**src/rtl/uart_pkg.sv**
```systemverilog
// -----------------------------------------------------------------------------
// uart_pkg
// Shared definitions for the UART receive path (and the matching transmitter):
//   - uart_state_e : 3-bit receiver state encoding
//   - DATA_BITS    : data bits per frame
//   - STOP_BITS    : stop bits per frame
//   - calc_div     : system clocks per oversample tick
// -----------------------------------------------------------------------------
package uart_pkg;

    typedef enum logic [2:0] {
        ST_IDLE  = 3'd0,
        ST_START = 3'd1,
        ST_DATA  = 3'd2,
        ST_STOP  = 3'd3,
        ST_BREAK = 3'd4
    } uart_state_e;

    localparam int DATA_BITS = 8;
    localparam int STOP_BITS = 1;

    // Clocks per sample tick, truncated. Clamped to 1 so an over-fast baud
    // setting still yields a legal (every-clock) tick instead of a zero divider.
    function automatic int calc_div(input int clk_freq, input int baud, input int oversample);
        int d;
        d = clk_freq / (baud * oversample);
        if (d < 1) begin
            d = 1;
        end
        return d;
    endfunction

endpackage

```
**src/rtl/baud_tick_gen.sv**
```systemverilog
// -----------------------------------------------------------------------------
// baud_tick_gen
// Free-running divider producing a one-clock sample tick every
// CLK_FREQ/(BAUD*OVERSAMPLE) clocks. Shared by the UART receiver and
// transmitter.
//
// Ports:
//   clk   : system clock, rising edge
//   rst_n : asynchronous active-low reset
//   tick  : one-clock pulse at the oversample rate (registered)
// -----------------------------------------------------------------------------
module baud_tick_gen
    import uart_pkg::*;
#(
    parameter int CLK_FREQ   = 100000000,
    parameter int BAUD       = 9600,
    parameter int OVERSAMPLE = 16
) (
    input  logic clk,
    input  logic rst_n,
    output logic tick
);

    localparam int DIV = calc_div(CLK_FREQ, BAUD, OVERSAMPLE);
    localparam int CW  = (DIV > 1) ? $clog2(DIV) : 1;
    localparam logic [CW-1:0] CNT_LAST = CW'(DIV - 1);

    logic [CW-1:0] cnt_q, cnt_d;
    logic          tick_q, tick_d;

    always_comb begin
        cnt_d  = cnt_q + CW'(1);
        tick_d = 1'b0;
        if (cnt_q == CNT_LAST) begin
            cnt_d  = '0;
            tick_d = 1'b1;
        end
    end

    always_ff @(posedge clk or negedge rst_n) begin
        if (!rst_n) begin
            cnt_q  <= '0;
            tick_q <= 1'b0;
        end else begin
            cnt_q  <= cnt_d;
            tick_q <= tick_d;
        end
    end

    assign tick = tick_q;

endmodule

```
**src/rtl/uart_rx.sv**
```systemverilog
// -----------------------------------------------------------------------------
// uart_rx
// 8N1 UART receiver with oversampled mid-bit sampling, glitch rejection on the
// start bit and break handling after a bad stop bit.
//
// Ports:
//   clk        : system clock, rising edge
//   rst_n      : asynchronous active-low reset
//   RsRx       : asynchronous serial line, idle high
//   data       : last correctly framed byte (held until the next good frame)
//   data_valid : one-clock pulse when data updates
//   frame_err  : one-clock pulse when the stop bit samples low
//   busy       : high whenever the receiver is not idle
// -----------------------------------------------------------------------------
module uart_rx
    import uart_pkg::*;
#(
    parameter int CLK_FREQ   = 100000000,
    parameter int BAUD       = 9600,
    parameter int OVERSAMPLE = 16
) (
    input  logic       clk,
    input  logic       rst_n,
    input  logic       RsRx,
    output logic [7:0] data,
    output logic       data_valid,
    output logic       frame_err,
    output logic       busy
);

    localparam int TW = (OVERSAMPLE > 1) ? $clog2(OVERSAMPLE) : 1;
    localparam int BW = $clog2(DATA_BITS);

    // Mid start bit is one tick earlier than half a bit because the tick that
    // first sees the low line already counts as tick 0.
    localparam logic [TW-1:0] TICK_HALF = TW'(OVERSAMPLE / 2 - 1);
    localparam logic [TW-1:0] TICK_LAST = TW'(OVERSAMPLE - 1);
    localparam logic [BW-1:0] BIT_LAST  = BW'(DATA_BITS - 1);

    logic tick;

    baud_tick_gen #(
        .CLK_FREQ   (CLK_FREQ),
        .BAUD       (BAUD),
        .OVERSAMPLE (OVERSAMPLE)
    ) u_tick (
        .clk   (clk),
        .rst_n (rst_n),
        .tick  (tick)
    );

    // Two-flop synchronizer, reset to the idle (high) line level so a reset
    // release never looks like a start edge.
    logic sync1_q, sync2_q;
    logic rx_s;

    always_ff @(posedge clk or negedge rst_n) begin
        if (!rst_n) begin
            sync1_q <= 1'b1;
            sync2_q <= 1'b1;
        end else begin
            sync1_q <= RsRx;
            sync2_q <= sync1_q;
        end
    end

    assign rx_s = sync2_q;

    uart_state_e          state_q, state_d;
    logic [TW-1:0]        tick_cnt_q, tick_cnt_d;
    logic [BW-1:0]        bit_cnt_q, bit_cnt_d;
    logic [DATA_BITS-1:0] shift_q, shift_d;
    logic [7:0]           data_q, data_d;
    logic                 data_valid_q, data_valid_d;
    logic                 frame_err_q, frame_err_d;
    logic                 busy_q, busy_d;

    always_comb begin
        state_d      = state_q;
        tick_cnt_d   = tick_cnt_q;
        bit_cnt_d    = bit_cnt_q;
        shift_d      = shift_q;
        data_d       = data_q;
        data_valid_d = 1'b0;
        frame_err_d  = 1'b0;

        case (state_q)
            ST_IDLE: begin
                if (tick && !rx_s) begin
                    state_d    = ST_START;
                    tick_cnt_d = '0;
                end
            end

            ST_START: begin
                if (tick) begin
                    if (tick_cnt_q == TICK_HALF) begin
                        tick_cnt_d = '0;
                        bit_cnt_d  = '0;
                        // A line already back high at mid start bit was noise.
                        state_d    = rx_s ? ST_IDLE : ST_DATA;
                    end else begin
                        tick_cnt_d = tick_cnt_q + TW'(1);
                    end
                end
            end

            ST_DATA: begin
                if (tick) begin
                    if (tick_cnt_q == TICK_LAST) begin
                        tick_cnt_d = '0;
                        // LSB arrives first, so shifting right lands it in bit 0.
                        shift_d    = {rx_s, shift_q[DATA_BITS-1:1]};
                        bit_cnt_d  = bit_cnt_q + BW'(1);
                        if (bit_cnt_q == BIT_LAST) begin
                            state_d = ST_STOP;
                        end
                    end else begin
                        tick_cnt_d = tick_cnt_q + TW'(1);
                    end
                end
            end

            ST_STOP: begin
                if (tick) begin
                    if (tick_cnt_q == TICK_LAST) begin
                        tick_cnt_d = '0;
                        if (rx_s) begin
                            data_d       = shift_q;
                            data_valid_d = 1'b1;
                            state_d      = ST_IDLE;
                        end else begin
                            frame_err_d  = 1'b1;
                            state_d      = ST_BREAK;
                        end
                    end else begin
                        tick_cnt_d = tick_cnt_q + TW'(1);
                    end
                end
            end

            ST_BREAK: begin
                // Wait out a held-low line so it is not mistaken for a new start bit.
                if (tick && rx_s) begin
                    state_d = ST_IDLE;
                end
            end

            default: begin
                state_d = ST_IDLE;
            end
        endcase

        // Registered from the next state so busy lines up with state_q.
        busy_d = (state_d != ST_IDLE);
    end

    always_ff @(posedge clk or negedge rst_n) begin
        if (!rst_n) begin
            state_q      <= ST_IDLE;
            tick_cnt_q   <= '0;
            bit_cnt_q    <= '0;
            shift_q      <= '0;
            data_q       <= 8'h00;
            data_valid_q <= 1'b0;
            frame_err_q  <= 1'b0;
            busy_q       <= 1'b0;
        end else begin
            state_q      <= state_d;
            tick_cnt_q   <= tick_cnt_d;
            bit_cnt_q    <= bit_cnt_d;
            shift_q      <= shift_d;
            data_q       <= data_d;
            data_valid_q <= data_valid_d;
            frame_err_q  <= frame_err_d;
            busy_q       <= busy_d;
        end
    end

    assign data       = data_q;
    assign data_valid = data_valid_q;
    assign frame_err  = frame_err_q;
    assign busy       = busy_q;

endmodule

```
**config.mk**
```make
export PLATFORM = sky130hd
export DESIGN_NAME = uart_rx
export DESIGN_NICKNAME = d
export VERILOG_FILES = /design/src/rtl/uart_pkg.sv /design/src/rtl/baud_tick_gen.sv /design/src/rtl/uart_rx.sv
export SDC_FILE = /design/constraint.sdc
export NUM_CORES = 1
export LEC_CHECK = 0
export CAP_MARGIN = 20
export CORE_ASPECT_RATIO = 0.6
export CORE_MARGIN = 2
export CORE_UTILIZATION = 50
export DETAILED_ROUTE_END_ITERATION = 12
export GPL_TIMING_DRIVEN = 0
export PLACE_DENSITY = 0.74
export SETUP_SLACK_MARGIN = 0.3
export SYNTH_ARGS = -nofsm -noshare
export SYNTH_HDL_FRONTEND = slang
export SYNTH_HIERARCHICAL = 1
export SYNTH_SLANG_ARGS = --single-unit
export TNS_END_PERCENT = 50
```
**constraint.sdc**
```tcl
create_clock -name clk -period 1.7 [get_ports clk]
set_clock_uncertainty 0.2 [all_clocks]
set_input_delay 0.34 -clock clk [delete_from_list [all_inputs] [get_ports clk]]
set_output_delay 0.34 -clock clk [all_outputs]
set_load 0.02 [all_outputs]
```
==> flow_summary.toml <==
[global_route]
grt_usage = 0.185
grt_pass1_wl_um = 6180
grt_max_degree = 43
antenna_found_initial = 0
grt_overflow = 0
grt_pass1_vias = 1255

[pwr]
p_clk_frac = 0.391
switching_share = 0.211
vdd_drop_max_v = 0.000502
pwr-share-comb = 0.016
p_leak_nw = 1.08
pwr-share-seq = 0.593
p_per_area_nw_per_um2 = 715
p_switching_mw = 0.357
total_power_mw = 1.69
p_int_mw = 1.33

[logic_synthesis]
synth_top_area_share = 0.525
yosys-top-cells-count = "dfrtp_1, mux2_2, nand3_1, inv_1, nand2_1"
yosysUniqueCellTypes = 48
synthSimpleGateAreaFrac = 0.172
synth_top_family_by_area = "simple AND/OR/NAND/NOR gates"
synth_compound_area_frac = 0.0721
synth_area_leaders = "dfrtp_1, mux2_2, ha_1"
syn_area_per_cell_um2 = 12.7
netlist_area_um2 = 1910
synth.ff_latch_count = 42
synth_top_area_cell = "dfrtp_1"
synth_fp_nets = 158
synthArstFlopShare = 1.00
yosysSeqAreaShare = 0.552
yosysMostFrequentCell = "dfrtp_1"
synth_edf_count = 0
synthFlopType = "dfrtp_1"
synthAdderAreaFrac = 0.0328
synth_xor_area_frac = 0.0321
ys_warn_count = 6
synth_cells = 150
yosys-mux-area-fraction = 0.110

[placement]
dp_slack_ns = -0.218
hpwl_um = 2380
finalWeightedCongestion = 0.828
io_buffers = 13

[worst_setup_path]
worstReg2RegStart = "tick_cnt_q[0]"
setup.worst_path.class = "reg -> reg"
startpoint_type = "flop"
cp-end-kind = "flop"
crit_path_start = "tick_cnt_q[0]"
cp_max_fo = 9
critPathArrivalTime_ns = 1.72
cp.required_ns = 1.68

[route]
drc_errors = 0
routedWlPerCell_um = 16.1
ant_nets = 0
num_vias = 1269
drtIter0Drc = 78
vias_per_cell = 5.54
wirelength_um = 3680
dr.pass1.iters = 5

[floorplan]
dieArea_um2 = 4340
core_area_um2 = 3660
die_w_um = 83.8
start_util = 0.522
die_h_um = 51.9
rows = 17
ios = 14

[clock_network]
tritoncts = "yes"
clkSinkCount = 42
cts_max_level = 2
clkTransAtPathRegs_ns = 0.08
cts_hold_buf = 0
cts-root-buf = "clkbuf_8"
clockBufferDepth = 2
cts_buffers = 5
clock_latency_ns = 0.29

[sta]
tightest_slew_ns = 0.915
hold_viol = 40
timing.final.ws_setup_ns = -0.0406
min_period_over_period = 1.02
rsz0062_at_grt = "yes"
slew_headroom = 0.390
holdWs_ns = -0.0183
tns_ns = -0.267
final.min_clock_period_ns = 1.74
max_freq_mhz = 575
maxSlewViolCount = 0
setup_viol = 15

[cells_and_area]
num_antenna_cells = 0
final_nets = 189
drive_gt1_frac = 0.445
nFillCells = 276
syn2layout_area_growth_pct = 24.1

[status]
outcome = "finished with violations"
violations = "hold timing, setup timing"

[worst_hold_path]
worstHoldPathType = "in -> async"

[flow_run]
drv_cap = 0
==> sequential cells by signal, summed over array words and instances, names as in the netlist <==
register,flops
bit_cnt_q,3
busy,1
data,8
data_valid,1
frame_err,1
rx_s,1
shift_q,8
state_q,3
sync1_q,1
tick_cnt_q,4
u_tick/cnt_q,10
u_tick/tick,1
==> cells by family (layout without fill, tap and decap cells) <==
kind of cell | after synthesis | in the layout
AND/OR/NAND/NOR | 46 | 47
flip-flops | 42 | 42
AO/OA/AOI/OAI | 20 | 20
multiplexers | 19 | 19
buffers and inverters | 11 | 42
XOR/XNOR | 7 | 7
adder cells (fa/ha/maj) | 5 | 5
==> routing by layer <==
layer | track usage | vias to the layer above | share of wire
met1 | 0.263 | 640 | 0.49
met3 | 0.0540 | 0 | 0.036
met4 | 0.0484 | 0 | 0
li1 | - | 605 | -
met5 | 0 | - | 0
met2 | 0.281 | 24 | 0.48
==> worst max-delay path, cell delays in order (launching register included) <==
cell and delay [ns]:
dfrtp_1 0.40, ha_4 0.18, nand4_4 0.15, nor3_4 0.21
buf_12 0.16, mux2_2 0.34
==> cell usage in the layout, fill, tap and decap left out, drive strengths merged, types with 6 or more instances in the layout <==
master / count
mux2: 16
nor2: 8
buf: 24
clkbuf: 8
inv: 8
nand2: 8
nand3: 11
dfrtp: 40
xnor2: 6
==> layout make-up <==
cell class | count | area (µm²) | share of cell area
plain buffers | 3 | 27.5 | 0.0116
clock buffers | 7 | 86.3 | 0.0365
clock inverters | 1 | 5.00 | 0.00211
inverters | 8 | 30.0 | 0.0127
multi-input cells | 98 | 916 | 0.387
flip-flops and latches | 42 | 1050 | 0.445
well taps | 47 | 58.8 | 0.0248
repair buffers | 23 | 190 | 0.0803
==> repair_timing <==
action / in CTS / in global routing
setup endpoints to repair: 47 / 41
gates resized for setup: 55 / 23
buffers inserted: 8 / 2
pin swaps: 7 / 7
gates cloned: 1 / 0
==> final timing paths <==
kind	endpoint	slack (ns)	depth (start not counted)
min in group clk	rx_s	0.16	0
min	bit_cnt_q[1]	-0.02	1
max reg2reg	shift_q[1]	-0.04	5
max in group asynchronous	tick_cnt_q[0]	0.75	1
min reg2reg	rx_s	0.16	0
max	shift_q[1]	-0.04	5
==> stage by stage <==
step / hold slack, ns / utilization / cells / area (µm²)
2_1_floorplan: -0.156 / - / 150 / 1920
3_3_place_gp: 0.147 / 0.577 / 210 / 2110
3_5_place_dp: 0.149 / 0.576 / 210 / 2110
4_1_cts: 0.0153 / 0.620 / 227 / 2270
5_1_grt: 0.0443 / 0.647 / 229 / 2370
6_report: -0.0183 / 0.647 / 229 / 2370
==> power groups by stage <==
stage	clock network [mW]	logic [mW]	registers (mW)
4_1_cts	0.673	0.0284	1.00
6_report	0.662	0.0266	1.00
2_1_floorplan	0	0.00353	1.02
3_5_place_dp	0	0.0276	1.02
3_3_place_gp	0	0.0274	1.02
5_1_grt	0.721	0.0312	1.00
No activity file was read; power rests on OpenSTA's default activity.
